==> src/rtl/sobel_ram_read_arbiter_if.sv <==
// Avalon-MM pipelined burst read port bundle.
// The master side drives commands; the slave side returns stalls and data.
interface sobel_ram_read_arbiter_if #(
    parameter int ADD_WIDTH   = 32,
    parameter int DATA_WIDTH  = 32,
    parameter int BE_WIDTH    = 4,
    parameter int BURST_WIDTH = 6
);
    logic [ADD_WIDTH-1:0]   address;
    logic                   read;
    logic [BURST_WIDTH-1:0] burstcount;
    logic [BE_WIDTH-1:0]    byteenable;
    logic                   waitrequest;
    logic                   readdatavalid;
    logic [DATA_WIDTH-1:0]  readdata;

    modport master (
        output address, read, burstcount, byteenable,
        input  waitrequest, readdatavalid, readdata
    );
    modport slave (
        input  address, read, burstcount, byteenable,
        output waitrequest, readdatavalid, readdata
    );
endinterface

==> src/rtl/sobel_ram_read_arbiter.sv <==
// Two-client arbiter for the frame RAM burst read port.
// VGA scan-out (c0) has priority; the Sobel cache (c1) has a starvation guard.
module sobel_ram_read_arbiter #(
    parameter int ADD_WIDTH    = 32,
    parameter int DATA_WIDTH   = 32,
    parameter int BE_WIDTH     = 4,
    parameter int BURST_WIDTH  = 6,
    parameter int MAX_PENDING  = 4,
    parameter int STARVE_LIMIT = 16
) (
    input  logic                    clk,
    input  logic                    rst,
    sobel_ram_read_arbiter_if.slave  c0,
    sobel_ram_read_arbiter_if.slave  c1,
    sobel_ram_read_arbiter_if.master m,
    output logic                    busy,
    output logic                    err_unexpected
);
    localparam int PW = $clog2(MAX_PENDING);
    localparam int SW = $clog2(STARVE_LIMIT + 1);
    localparam logic [PW:0]   FULL_CNT   = (PW + 1)'(MAX_PENDING);
    localparam logic [SW-1:0] STARVE_MAX = SW'(STARVE_LIMIT);
    localparam logic [BURST_WIDTH-1:0] ONE = BURST_WIDTH'(1);

    typedef enum logic {IDLE, GRANT} state_t;

    state_t                 state;
    logic                   winner;
    logic [SW-1:0]          starve_cnt;

    logic                   fifo_id    [MAX_PENDING];
    logic [BURST_WIDTH-1:0] fifo_burst [MAX_PENDING];
    logic [PW-1:0]          wr_ptr;
    logic [PW-1:0]          rd_ptr;
    logic [PW:0]            count;
    logic                   beat_active;
    logic [BURST_WIDTH-1:0] beat_left;

    logic                   sel_read;
    logic [ADD_WIDTH-1:0]   sel_addr;
    logic [BURST_WIDTH-1:0] sel_burst;
    logic [BE_WIDTH-1:0]    sel_be;
    logic [BURST_WIDTH-1:0] eff_burst;
    logic [BURST_WIDTH-1:0] remaining;
    logic [DATA_WIDTH-1:0]  rdata;
    logic                   full;
    logic                   empty;
    logic                   req;
    logic                   pick_c1;
    logic                   accept;
    logic                   beat;
    logic                   pop;

    always_comb begin
        sel_read  = 1'b0;
        sel_addr  = '0;
        sel_burst = '0;
        sel_be    = '0;
        if (state == GRANT) begin
            if (winner) begin
                sel_read  = c1.read;
                sel_addr  = c1.address;
                sel_burst = c1.burstcount;
                sel_be    = c1.byteenable;
            end else begin
                sel_read  = c0.read;
                sel_addr  = c0.address;
                sel_burst = c0.burstcount;
                sel_be    = c0.byteenable;
            end
        end
    end

    // A zero burst would never complete a FIFO entry, so it is issued as one beat.
    assign eff_burst = (state == GRANT && sel_burst == '0) ? ONE : sel_burst;

    assign m.read       = sel_read;
    assign m.address    = sel_addr;
    assign m.burstcount = eff_burst;
    assign m.byteenable = sel_be;

    assign full    = (count == FULL_CNT);
    assign empty   = (count == '0);
    assign req     = c0.read | c1.read;
    assign pick_c1 = c1.read & (~c0.read | (starve_cnt == STARVE_MAX));
    assign accept  = sel_read & ~m.waitrequest;

    assign beat      = m.readdatavalid & ~empty;
    assign remaining = beat_active ? beat_left : fifo_burst[rd_ptr];
    assign pop       = beat & (remaining == ONE);

    assign c0.waitrequest   = ~(state == GRANT & ~winner) | m.waitrequest;
    assign c1.waitrequest   = ~(state == GRANT & winner) | m.waitrequest;
    assign c0.readdatavalid = beat & ~fifo_id[rd_ptr];
    assign c1.readdatavalid = beat & fifo_id[rd_ptr];

    assign rdata       = m.readdata;
    assign c0.readdata = rdata;
    assign c1.readdata = rdata;

    assign busy = (state == GRANT) | ~empty;

    always_ff @(posedge clk or posedge rst) begin
        if (rst) begin
            state      <= IDLE;
            winner     <= 1'b0;
            starve_cnt <= '0;
        end else begin
            unique case (state)
                IDLE: begin
                    if (!c1.read)
                        starve_cnt <= '0;
                    if (req && !full) begin
                        state  <= GRANT;
                        winner <= pick_c1;
                        if (pick_c1)
                            starve_cnt <= '0;
                        else if (c1.read)
                            starve_cnt <= starve_cnt + 1'b1;
                    end
                end
                GRANT: begin
                    if (accept)
                        state <= IDLE;
                end
            endcase
        end
    end

    always_ff @(posedge clk) begin
        if (accept) begin
            fifo_id[wr_ptr]    <= winner;
            fifo_burst[wr_ptr] <= eff_burst;
        end
    end

    always_ff @(posedge clk or posedge rst) begin
        if (rst) begin
            wr_ptr         <= '0;
            rd_ptr         <= '0;
            count          <= '0;
            beat_active    <= 1'b0;
            beat_left      <= '0;
            err_unexpected <= 1'b0;
        end else begin
            if (accept)
                wr_ptr <= wr_ptr + 1'b1;
            if (pop)
                rd_ptr <= rd_ptr + 1'b1;
            unique case ({accept, pop})
                2'b10:   count <= count + 1'b1;
                2'b01:   count <= count - 1'b1;
                default: count <= count;
            endcase
            if (pop) begin
                beat_active <= 1'b0;
            end else if (beat) begin
                beat_active <= 1'b1;
                beat_left   <= remaining - 1'b1;
            end
            if (m.readdatavalid && empty)
                err_unexpected <= 1'b1;
        end
    end
endmodule

==> src/flat_wrapper.sv <==
// flat-port wrapper written by rule: the top's interface ports become plain ports
module sobel_ram_read_arbiter_flat 
#(
    parameter int ADD_WIDTH    = 32,
    parameter int DATA_WIDTH   = 32,
    parameter int BE_WIDTH     = 4,
    parameter int BURST_WIDTH  = 6,
    parameter int MAX_PENDING  = 4,
    parameter int STARVE_LIMIT = 16
)
  (clk, rst, busy, err_unexpected, c0_address, c0_read, c0_burstcount, c0_byteenable, c0_waitrequest, c0_readdatavalid, c0_readdata, c1_address, c1_read, c1_burstcount, c1_byteenable, c1_waitrequest, c1_readdatavalid, c1_readdata, m_address, m_read, m_burstcount, m_byteenable, m_waitrequest, m_readdatavalid, m_readdata);
  sobel_ram_read_arbiter_if #(.ADD_WIDTH(ADD_WIDTH), .DATA_WIDTH(DATA_WIDTH), .BE_WIDTH(BE_WIDTH), .BURST_WIDTH(BURST_WIDTH)) c0_i ();
  sobel_ram_read_arbiter_if #(.ADD_WIDTH(ADD_WIDTH), .DATA_WIDTH(DATA_WIDTH), .BE_WIDTH(BE_WIDTH), .BURST_WIDTH(BURST_WIDTH)) c1_i ();
  sobel_ram_read_arbiter_if #(.ADD_WIDTH(ADD_WIDTH), .DATA_WIDTH(DATA_WIDTH), .BE_WIDTH(BE_WIDTH), .BURST_WIDTH(BURST_WIDTH)) m_i ();
  input  logic clk;
  input  logic rst;
  output logic busy;
  output logic err_unexpected;
  input wire logic [$bits(c0_i.address)-1:0] c0_address;
  input wire logic [$bits(c0_i.read)-1:0] c0_read;
  input wire logic [$bits(c0_i.burstcount)-1:0] c0_burstcount;
  input wire logic [$bits(c0_i.byteenable)-1:0] c0_byteenable;
  output wire logic [$bits(c0_i.waitrequest)-1:0] c0_waitrequest;
  output wire logic [$bits(c0_i.readdatavalid)-1:0] c0_readdatavalid;
  output wire logic [$bits(c0_i.readdata)-1:0] c0_readdata;
  input wire logic [$bits(c1_i.address)-1:0] c1_address;
  input wire logic [$bits(c1_i.read)-1:0] c1_read;
  input wire logic [$bits(c1_i.burstcount)-1:0] c1_burstcount;
  input wire logic [$bits(c1_i.byteenable)-1:0] c1_byteenable;
  output wire logic [$bits(c1_i.waitrequest)-1:0] c1_waitrequest;
  output wire logic [$bits(c1_i.readdatavalid)-1:0] c1_readdatavalid;
  output wire logic [$bits(c1_i.readdata)-1:0] c1_readdata;
  output wire logic [$bits(m_i.address)-1:0] m_address;
  output wire logic [$bits(m_i.read)-1:0] m_read;
  output wire logic [$bits(m_i.burstcount)-1:0] m_burstcount;
  output wire logic [$bits(m_i.byteenable)-1:0] m_byteenable;
  input wire logic [$bits(m_i.waitrequest)-1:0] m_waitrequest;
  input wire logic [$bits(m_i.readdatavalid)-1:0] m_readdatavalid;
  input wire logic [$bits(m_i.readdata)-1:0] m_readdata;
  assign c0_i.address = c0_address;
  assign c0_i.read = c0_read;
  assign c0_i.burstcount = c0_burstcount;
  assign c0_i.byteenable = c0_byteenable;
  assign c0_waitrequest = c0_i.waitrequest;
  assign c0_readdatavalid = c0_i.readdatavalid;
  assign c0_readdata = c0_i.readdata;
  assign c1_i.address = c1_address;
  assign c1_i.read = c1_read;
  assign c1_i.burstcount = c1_burstcount;
  assign c1_i.byteenable = c1_byteenable;
  assign c1_waitrequest = c1_i.waitrequest;
  assign c1_readdatavalid = c1_i.readdatavalid;
  assign c1_readdata = c1_i.readdata;
  assign m_address = m_i.address;
  assign m_read = m_i.read;
  assign m_burstcount = m_i.burstcount;
  assign m_byteenable = m_i.byteenable;
  assign m_i.waitrequest = m_waitrequest;
  assign m_i.readdatavalid = m_readdatavalid;
  assign m_i.readdata = m_readdata;
  sobel_ram_read_arbiter #(.ADD_WIDTH(ADD_WIDTH), .DATA_WIDTH(DATA_WIDTH), .BE_WIDTH(BE_WIDTH), .BURST_WIDTH(BURST_WIDTH), .MAX_PENDING(MAX_PENDING), .STARVE_LIMIT(STARVE_LIMIT)) u_core (.clk(clk), .rst(rst), .c0(c0_i), .c1(c1_i), .m(m_i), .busy(busy), .err_unexpected(err_unexpected));
endmodule
==> config.mk <==
export PLATFORM = sky130hd
export DESIGN_NAME = sobel_ram_read_arbiter_flat
export DESIGN_NICKNAME = d
export VERILOG_FILES = /design/src/rtl/sobel_ram_read_arbiter_if.sv /design/src/rtl/sobel_ram_read_arbiter.sv /design/src/flat_wrapper.sv
export SDC_FILE = /design/constraint.sdc
export NUM_CORES = 1
export LEC_CHECK = 0
export BUFFER_PORTS_ARGS = -buffer_cell sky130_fd_sc_hd__buf_2
export CAP_MARGIN = 40
export CORE_AREA = 5 5 93 104
export DETAILED_ROUTE_END_ITERATION = 7
export DIE_AREA = 0 0 98 109
export GPL_TIMING_DRIVEN = 0
export PLACE_DENSITY = 0.84
export SLEW_MARGIN = 30
export SYNTH_ARGS = -nofsm -noshare
export SYNTH_HDL_FRONTEND = slang
export SYNTH_SLANG_ARGS = --single-unit
==> constraint.sdc <==
create_clock -name clk -period 3.3 [get_ports clk]
set_input_delay 0.99 -clock clk [delete_from_list [all_inputs] [get_ports clk]]
set_output_delay 0.99 -clock clk [all_outputs]
set_load 0.01 [all_outputs]
# Yosys cells after proc, flatten, opt, wreduce, memory -nomap -nowiden
# Memory sizes are Yosys's and may differ from the RTL's.
# Index checks and enable logic that the tools add are counted.
[op_classes]
n_addsub = 6
n_mul = 0
div_mod_pow = 0
n_lt_le_gt_ge = 0
eq_ne = 5
n_shift = 0
n_mux = 22
bitwise_logic = 22
reduce_logical = 10
[op_table]
columns = ["cell", "count"]
rows = [
  ["$mux 32", 2],
  ["$mux 6", 4],
  ["$mux 5", 4],
  ["$not 1->1", 9],
  ["$and 1x1->1", 8],
  ["$mux 1", 8],
  ["$mux 4", 2],
  ["$eq 6x1->1 const B", 1],
  ["$logic_not 6->1", 1],
  ["$pmux 3 s2", 1],
  ["$sub 6x1->6 const B", 1],
  ["$add 5x1->5 const B", 1],
  ["$eq 5x5->1 const B", 1],
  ["$or 1x1->1", 5],
  ["$add 2x1->2 const B", 2],
  ["$reduce_and 2->1", 2],
  ["$reduce_bool 2->1", 2],
  ["$add 3x1->3 const B", 1],
  ["$eq 3x3->1 const B", 1],
  ["$logic_and 1x1->1", 3],
  ["$logic_not 3->1", 1],
  ["$sub 3x1->3 const B", 1],
  ["$eq 2x1->1 const B", 1],
  ["$eq 2x2->1 const B", 1],
  ["other kinds (2)", 2],
]
[totals]
regBits = 22
latchBits = 0
ram_bits = 28
rom_bits = 0
out_inout_bits = 113
elab_cells = 76
mem_count = 2
[memory_table]
columns = ["memory", "words", "word_bits", "rd", "rd_ports_with_merged_regs", "write_ports", "line_no", "rtl"]
rows = [
  ["u_core.fifo_burst", 4, 6, 1, 0, 1, "sobel_ram_read_arbiter.sv:32", "logic [BURST_WIDTH-1:0] fifo_burst [MAX_PENDING];"],
  ["u_core.fifo_id", 4, 1, 1, 0, 1, "sobel_ram_read_arbiter.sv:31", "logic fifo_id [MAX_PENDING];"],
]

# Logic depth before layout (Yosys ltp)
# Gate-level depths: netlist of run 1.
[logic_depth]
word_depth = 6
mapped_depth = 15
mapped_depth_nobuf = 14

# Least setup slack after synthesis of run 1
# Ideal clock, no wire load.
[synth_timing]
path_kind = "input to output"
startpoint = "input c1_burstcount[3]"
endpoint = "output m_burstcount[0]"
t_arrival_ns = 2.158
required_ns = 2.310
setup_slack_ns = 0.152
path_stages = 5
path_buffers = 0
path_cell_list = "mux2i_1 nor2_1 or4_1 o21a_1 nor2_1"
[synth_between]
elab_chain_cells = 5
[synth_rtl]
columns = ["item", "line_no", "rtl"]
rows = [
  ["from (decl)", "flat_wrapper.sv:28", "input wire logic [$bits(c1_i.burstcount)-1:0] c1_burstcount;"],
  ["$mux 6", "sobel_ram_read_arbiter.sv:60", "if (winner) begin"],
  ["$mux 6", "sobel_ram_read_arbiter.sv:59", "if (state == GRANT) begin"],
  ["$logic_not 6->1", "sobel_ram_read_arbiter.sv:75", "assign eff_burst = (state == GRANT && sel_burst == '0) ? ONE : sel_burst;"],
  ["$logic_and 1x1->1", "sobel_ram_read_arbiter.sv:75", ""],
  ["$mux 6", "sobel_ram_read_arbiter.sv:75", ""],
  ["to (decl)", "flat_wrapper.sv:35", "output wire logic [$bits(m_i.burstcount)-1:0] m_burstcount;"],
]
# Every way passes these cells.

# Worst setup path in the final report of run 1
[layout_timing]
startpoint = "input c0_burstcount[1]"
endpoint = "output m_burstcount[0]"
[layout_between]
elab_chain_cells = 5
[layout_rtl]
columns = ["item", "line_no", "rtl"]
rows = [
  ["from (decl)", "flat_wrapper.sv:21", "input wire logic [$bits(c0_i.burstcount)-1:0] c0_burstcount;"],
  ["$mux 6", "sobel_ram_read_arbiter.sv:60", ""],
  ["$mux 6", "sobel_ram_read_arbiter.sv:59", ""],
  ["$logic_not 6->1", "sobel_ram_read_arbiter.sv:75", ""],
  ["$logic_and 1x1->1", "sobel_ram_read_arbiter.sv:75", ""],
  ["$mux 6", "sobel_ram_read_arbiter.sv:75", ""],
]
# Every way passes these cells.

==> results of run 1 <==
logic make-up after synthesis:
| logic type | Yosys count | synth area share [%] |
|---|---|---|
| DFF | 50 | 39.2 |
| and+or+nand+nor | 96 | 12.3 |
| xor gates and xnor gates | 9 | 2.22 |
| muxes | 60 | 19.6 |
| adders and majority gates | 10 | 3.74 |
| buffers and inverters | 94 | 16.9 |
| AOI/OAI and AO/OA | 29 | 5.93 |
synth_stat cells (2+ instances only):
master    instances  area, sq um
or3_1             2         12.5
and2_1            5         31.3
nor3_1            2         10.0
clkbuf_1         11         41.3
nand3b_1          2         15.0
a22oi_1           2         15.0
ha_1              9          113
mux2_2            4         45.0
mux2i_1          50          500
a21oi_1           6         30.0
o21ai_0           7         35.0
inv_1            14         52.6
mux4_1            4          105
dfrtp_1          22          551
xor2_1            6         52.6
nor2_1           60          225
nand2_1          10         37.5
buf_4            64          480
buf_1             2         7.51
xnor2_1           3         26.3
nor2b_1           2         12.5
edfxtp_1         28          841
nand3_1           4         20.0
nand2b_1          4         25.0
layout make-up:
| type | instances | area [sq um] |
|---|---|---|
| inverter | 16 | 63.8 |
| multi-input combinational | 204 | 1600 |
| clock buffer | 6 | 72.6 |
| tap | 114 | 143 |
| fill | 728 | 3650 |
| sequential | 50 | 1400 |
| timing repair buffer | 210 | 1110 |
| clock inverter | 2 | 33.8 |
| buffer | 75 | 531 |
per-stage QoR:
step / TNS [ps] / worst slack, ps / cells / hold slack, ps
2_1_floorplan: 0 / 152 / 348 / 456
3_3_place_gp: -190 / -190 / 663 / 438
3_5_place_dp: -293 / -293 / 664 / 453
4_1_cts: -9.41 / -9.41 / 676 / 472
5_1_grt: -58.3 / -39.3 / 677 / 503
6_report: 0 / 10.8 / 677 / 466
critical path, cell delays in order:
cell,delay (ps)
buf_6,90
mux2i_4,150
nor2_2,60
or4_4,540
o21a_1,210
nor2_4,120
buf_6,120
path summary, 6_finish.rpt:
| kind | depth (start not counted) | startpoint | endpoint | slack, ps |
|---|---|---|---|---|
| worst max-delay path | 7 | c0_burstcount[1] | m_burstcount[0] | 10 |
| max in group asynchronous | 3 | rst | u_core.beat_left[3] | 2170 |
| worst min-delay path | 1 | u_core.err_unexpected | u_core.err_unexpected | 470 |
| worst min register to register | 1 | u_core.err_unexpected | u_core.err_unexpected | 470 |
| worst max register to register | 14 | u_core.rd_ptr[0] | u_core.count[2] | 220 |
| min in group asynchronous | 2 | rst | u_core.starve_cnt[3] | 680 |
state kept, by name, summed over array words and instances (netlist names):
| signal | flops |
|---|---|
| u_core.beat_active | 1 |
| u_core.count | 3 |
| u_core.rd_ptr | 2 |
| u_core.starve_cnt | 5 |
| u_core.wr_ptr | 2 |
| u_core.winner | 1 |
| u_core.err_unexpected | 1 |
| u_core.fifo_burst | 24 |
| u_core.state | 1 |
| u_core.fifo_id | 4 |
| u_core.beat_left | 6 |
timing repair:
item | 4_1_cts | 5_1_grt
resized for setup | 11 | 11
hold buffers | 0 | 0
buffers inserted | 5 | 2
setup endpoints to repair | 37 | 3
pin swaps | 6 | 4
cell usage in the layout, fill, tap and decap left out, drive strengths merged, types with 7 or more instances in the layout:
cell,count
nor2,60
ha,9
dfrtp,22
o21ai,7
inv,15
mux2i,51
nand2,10
edfxtp,28
buf,275
clkbuf,16
metal layers:
metal,up-vias,part of all wire (%)
met5,-,0
li1,1553,-
met4,0,1.9
met2,159,54
met3,18,7.7
met1,1461,36
power breakdown:
| group | leakage [nW] | internal, mW | switching (mW) |
|---|---|---|---|
| registers | 0.522 | 0.856 | 0.140 |
| clock network | 0.0528 | 0.224 | 0.189 |
| logic | 1.89 | 0.845 | 1.04 |
| total | 2.46 | 1.92 | 1.37 |
==> out/metrics.csv, run 1 <==
stage,metric,value,unit
outcome,outcome,finished clean,
grt,grt.total_usage,18.8,%
grt,met3_usage,3.71,%
grt,grt_first_pass_wirelength,16200,microns
yosys,yosysWarnings,0,
power,total_leakage_power,2.46,nW
detailed_routing,avgViaCountPerCell,4.71,
cts,cts_tree,yes,
final_layout,area_growth,39.5,%
yosys,avgSynthCellArea,10.2,sq um
sta,tightest_slew,667,ps
detailed_routing,antenna_left,0,
grt,grt_max_degree,16,
floorplanning,start_util,41.2,%
yosys,synth_fp_nets,480,
cts,clock_latency,300,ps
power,ir_drop,0.000337,V
placement,place_congestion,0.885,
grt,grt_overflow,0,
power,finalPower,3.29,mW
grt,grt_antenna_before_repair,0,
placement,dp_hpwl,8880,microns
floorplanning,io_pins,235,
sta,hold_viol,0,
placement,io_buffer_count,201,
floorplanning,fp.dieW,98,microns
yosys,synth-edff-count,28,
cts,htreeDepth,2,
sta,fin_crit_sh,99.7,%
critical_path,critPathRequiredTime,2310,ps
sta,rsz0062_at_grt,yes,
floorplanning,rows,36,
detailed_routing,routed_wl,10400,microns
cts,clockBufferDepth,2,
detailed_routing,drtPass1Iterations,4,
floorplanning,dieArea,0.0107,sq mm
grt,grt-busiest-layer,met2,
critical_path,critPathCaptureType,output port,
final_layout,design_area,0.00495,sq mm
cts,clock_sinks,50,
critical_path,cp_max_fo,2,
detailed_routing,drt_iter0_drc,133,
yosys,yosysSeqAreaShare,39.2,%
sta,setup_violations,0,
detailed_routing,via_count,3191,
power,p_per_area,666,mW/mm^2
critical_path,crit_arrival,2300,ps
yosys,ys.flop_type,edfxtp_1,
grt,use_met2,34.8,%
critical_path,path_class,input pin to output port,
yosys,synth_cell_types,49,
cts,cts_buffers,5,
sta,min_period,3290,ps
floorplanning,die-height,109,microns
sta,max_slew_margin,55.2,%
detailed_routing,drcViolationCount,0,
yosys,synth_area,0.00355,sq mm
detailed_routing,wire_per_inst,15.3,microns
critical_path,start_kind,input pin,
placement,dpl_cell_area,0.00471,sq mm
sta,finClkSkew,3.49,ps
final_layout,drive_above_1_share,54.7,%
cts,cts_root_buffer,clkbuf_8,
yosys,netlist_instances,348,
floorplanning,fp.coreArea,0.00860,sq mm
final_layout,fin_util,57.5,%
sta,fmax,304,MHz
run,drv_cap,0,
cts,path_clk_slew,80,ps
yosys,synth_seq_cells,50,
final_layout,antennaDiodeCount,0,
yosys,ys_async_sr_fraction,44.0,%
worst_hold_path,min_path_type,flip-flop to flip-flop,
sta,drv_slew,0,
grt,gr-usage-met1,21.8,%
final_layout,fin_nets,694,
grt,grt_pass1_vias,3310,
Power figures use the tool's default switching activity.
==> inputs of run 2 (changes only) <==
--- a/config.mk
+++ b/config.mk
@@ -5,13 +5,15 @@
 export SDC_FILE = /design/constraint.sdc
 export NUM_CORES = 1
 export LEC_CHECK = 0
+export ABC_AREA = 1
 export BUFFER_PORTS_ARGS = -buffer_cell sky130_fd_sc_hd__buf_2
 export CAP_MARGIN = 40
-export CORE_AREA = 5 5 93 104
+export CORE_AREA = 5 5 91 102
+export CTS_BUF_LIST = sky130_fd_sc_hd__clkbuf_4 sky130_fd_sc_hd__clkbuf_8
 export DETAILED_ROUTE_END_ITERATION = 7
-export DIE_AREA = 0 0 98 109
+export DIE_AREA = 0 0 96 107
 export GPL_TIMING_DRIVEN = 0
-export PLACE_DENSITY = 0.84
+export PLACE_DENSITY = 0.87
 export SLEW_MARGIN = 30
 export SYNTH_ARGS = -nofsm -noshare
 export SYNTH_HDL_FRONTEND = slang
==> out/metrics.csv, run 2 <==
stage,metric,value,unit,change
critical_path,critPathSlowestCell,a22o_1,,
grt,grt_antenna_before_repair,0,,unchanged
power,total_leakage_power,2.59,nW,+5.4%
outcome,outcome,finished clean,,
worst_hold_path,hold_depth,2,,+1
yosys,synth_fp_nets,524,,+9.2%
detailed_routing,routed_wl,11500,microns,+11%
cts,clock_latency,310,ps,about the same
yosys,synth_area_leader_cell,edfxtp_1,,
final_layout,largest_reg_flops,24,,unchanged
placement,dpl_cell_area,0.00466,sq mm,-1.1%
sta,holdWs,478,ps,+12.5 ps
critical_path,max_stage_delay,300,ps,-240 ps
grt,grt.total_usage,22.3,%,+3.5 points
power,p_per_area,709,mW/mm^2,+6.4%
cts,cts_buffers,5,,unchanged
critical_path,cp.depth,6,,-1
critical_path,path_buf_inv,2,,unchanged
floorplanning,die-height,107,microns,-1.8%
power,clkPwrFrac,10.5,%,-2.0 points
critical_path,critPathCaptureType,output port,,
cts,hold_buffers,0,,unchanged
detailed_routing,drtPass1Iterations,5,,+1
yosys,synth_area,0.00349,sq mm,-1.5%
yosys,synth_seq_cells,50,,unchanged
yosys,netlist_instances,392,,+13%
placement,dp_hpwl,10000,microns,+13%
critical_path,path_class,input pin to output port,,
power,ir_drop,0.000411,V,+22%
power,p_int,1.85,mW,-3.7%
yosys,yosys.area.top_type_share,24.1,%,+0.37 points
power,finalPower,3.37,mW,+2.2%
sta,finClkSkew,12.9,ps,+9.39 ps
final_layout,layout_common_cells,"206 x buf_2, 64 x nand2_1, 64 x buf_4",,
power,combPwrFrac,61.1,%,+3.8 points
cts,clockBufferDepth,2,,unchanged
final_layout,fin_nets,734,,+5.8%
final_layout,antennaDiodeCount,0,,unchanged
floorplanning,dieArea,0.0103,sq mm,-3.8%
cts,cts_tree,yes,,
sta,fin_crit_sh,92.9,%,-6.8 points
floorplanning,fp.dieW,96,microns,-2.0%
critical_path,path_delay_family,simple AND/OR/NAND/NOR gates,,
sta,min_period,3070,ps,-224 ps
cts,cts_root_buffer,clkbuf_8,,
floorplanning,rows,35,,-2.8%
final_layout,drive_above_1_share,51.2,%,-3.5 points
grt,grt_pass1_vias,3469,,+4.8%
critical_path,critPathRequiredTime,2310,ps,about the same
critical_path,crit_arrival,2080,ps,-220 ps
sta,tns,0,ps,unchanged
yosys,yosysWarnings,0,,unchanged
run,drv_cap,0,,unchanged
yosys,yosys-top-cells-count,"64 x buf_4, 64 x nand2_1, 45 x inv_1",,
critical_path,start_kind,input pin,,
final_layout,area_growth,36.0,%,
critical_path,worstRegToRegCells,19,,+5
floorplanning,io_pins,235,,unchanged
yosys,ys.flop_type,edfxtp_1,,
grt,grt_overflow,0,,unchanged
placement,place_congestion,0.953,,+7.7%
detailed_routing,via_count,3377,,+5.8%
sta,drv_slew,0,,unchanged
detailed_routing,drcViolationCount,0,,unchanged
power,switching_share,44.9,%,+3.3 points
final_layout,design_area,0.00475,sq mm,-4.0%
detailed_routing,wire_per_inst,16.1,microns,+5.5%
cts,clock_sinks,50,,unchanged
sta,fmax,326,MHz,+7.3%
yosys,yosysSeqAreaShare,39.8,%,+0.60 points
detailed_routing,antenna_left,0,,unchanged
yosys,synthTopCellsByArea,"edfxtp_1 24%, dfrtp_1 16%, buf_4 14%",,
power,p_switching,1.51,mW,+10%
grt,grt_max_degree,17,,+1
critical_path,cp_max_fo,6,,+4
power,pwr-share-seq,28.3,%,-1.9 points
sta,setup_violations,0,,unchanged
grt,grt_first_pass_wirelength,17500,microns,+8.3%
sta,max_slew_margin,50.9,%,-4.3 points
detailed_routing,drt_iter0_drc,147,,+11%
final_layout,final_common_cell,buf_2,,
sta,tightest_slew,734,ps,+67.6 ps
final_layout,regMostFlops,u_core.fifo_burst,,
cts,htreeDepth,2,,unchanged
floorplanning,start_util,42.9,%,+1.7 points
yosys,avgSynthCellArea,8.91,sq um,-13%
cts,path_clk_slew,90,ps,about the same
yosys,synth-edff-count,28,,unchanged
sta,hold_viol,0,,unchanged
placement,io_buffer_count,202,,+0.50%
final_layout,top_regs,"u_core.fifo_burst x24, u_core.beat_left x6, u_core.starve_cnt x5",,
critical_path,path_cells,"buf_2, a22o_1, nor3_1, nand2_1, nand2_1, buf_2",,
yosys,synth_cell_types,39,,-20%
detailed_routing,avgViaCountPerCell,4.73,,+0.34%
yosys,ys_async_sr_fraction,44.0,%,unchanged
worst_hold_path,min_path_type,flip-flop to flip-flop,,
sta,rsz0062_at_grt,no,,
floorplanning,fp.coreArea,0.00815,sq mm,-5.3%
==> run 2: cell types whose count changed after synthesis, moves of 9 or more <==
cell,delta
nand2_1,+54
a22o_1,+39
nand2_2,+10
nand3_1,+12
o21ai_1,+9
inv_1,+31
nor2_1,-41
mux2i_1,-50
==> run 2: final timing paths <==
| check | slack [ps] | start | to |
|---|---|---|---|
| max in group asynchronous | 2240 | rst | u_core.winner |
| setup / recovery | 230 | c1_burstcount[1] | m_burstcount[0] |
| hold reg to reg | 480 | u_core.beat_left[3] | u_core.beat_left[3] |
| min in group asynchronous | 620 | rst | u_core.beat_left[1] |
| setup reg to reg | 390 | u_core.rd_ptr[0] | u_core.count[2] |
| hold / removal | 480 | u_core.beat_left[3] | u_core.beat_left[3] |
==> run 2: final cells by class <==
cell class	count	area [sq um]
plain buffers	76	578
well taps	111	139
clock buffers	5	68.8
inverters	52	205
clock inverters	3	18.8
flip-flops and latches	50	1390
repair buffers	203	1030
fillers	713	3390
multi-input cells	214	1320
==> run 2: repair_timing <==
action	in CTS	in global routing
endpoints found under the setup margin	0	1
resized for setup	0	1
hold endpoints to repair	0	0
buffers inserted	0	0
==> run 2: kinds of logic after synthesis <==
kind of cell | share of synthesized area [%]
fa+ha+maj | 3.80
buf+inv | 22.4
flops | 39.8
xor+xnor | 2.01
compound gates | 15.5
simple gates | 16.5
==> run 2: tightest hold or removal path, cell delays in order, from the launching register on <==
cell     delay (ps)
dfrtp_1         350
nand2_1          50
nand2_1          50
==> run 2: metal layers <==
| metal | vias to the layer above | global-route usage [%] | wire length [microns] |
|---|---|---|---|
| met2 | 147 | 45.7 | 6870 |
| met4 | 0 | 7.32 | 306 |
| met5 | - | 0 | 0 |
| li1 | 1656 | - | - |
| met1 | 1551 | 20.0 | 3450 |
| met3 | 23 | 5.75 | 902 |
==> run 2: stage by stage <==
stage	utilization, %	worst slack (ps)	std cells
after detailed placement	57.2	235	706
after floorplan	-	651	392
after CTS	58.3	158	714
after global placement	57.0	350	705
final	58.3	235	714
after global routing	58.3	101	714
==> run 2: power by group through the flow <==
stage | sequential, mW | combinational [mW] | clock, mW
final | 0.954 | 2.06 | 0.354
after global routing | 0.971 | 2.27 | 0.385
after CTS | 0.952 | 2.07 | 0.358
after detailed placement | 0.964 | 2.07 | 0
after global placement | 0.956 | 2.00 | 0
after floorplan | 0.943 | 1.40 | 0
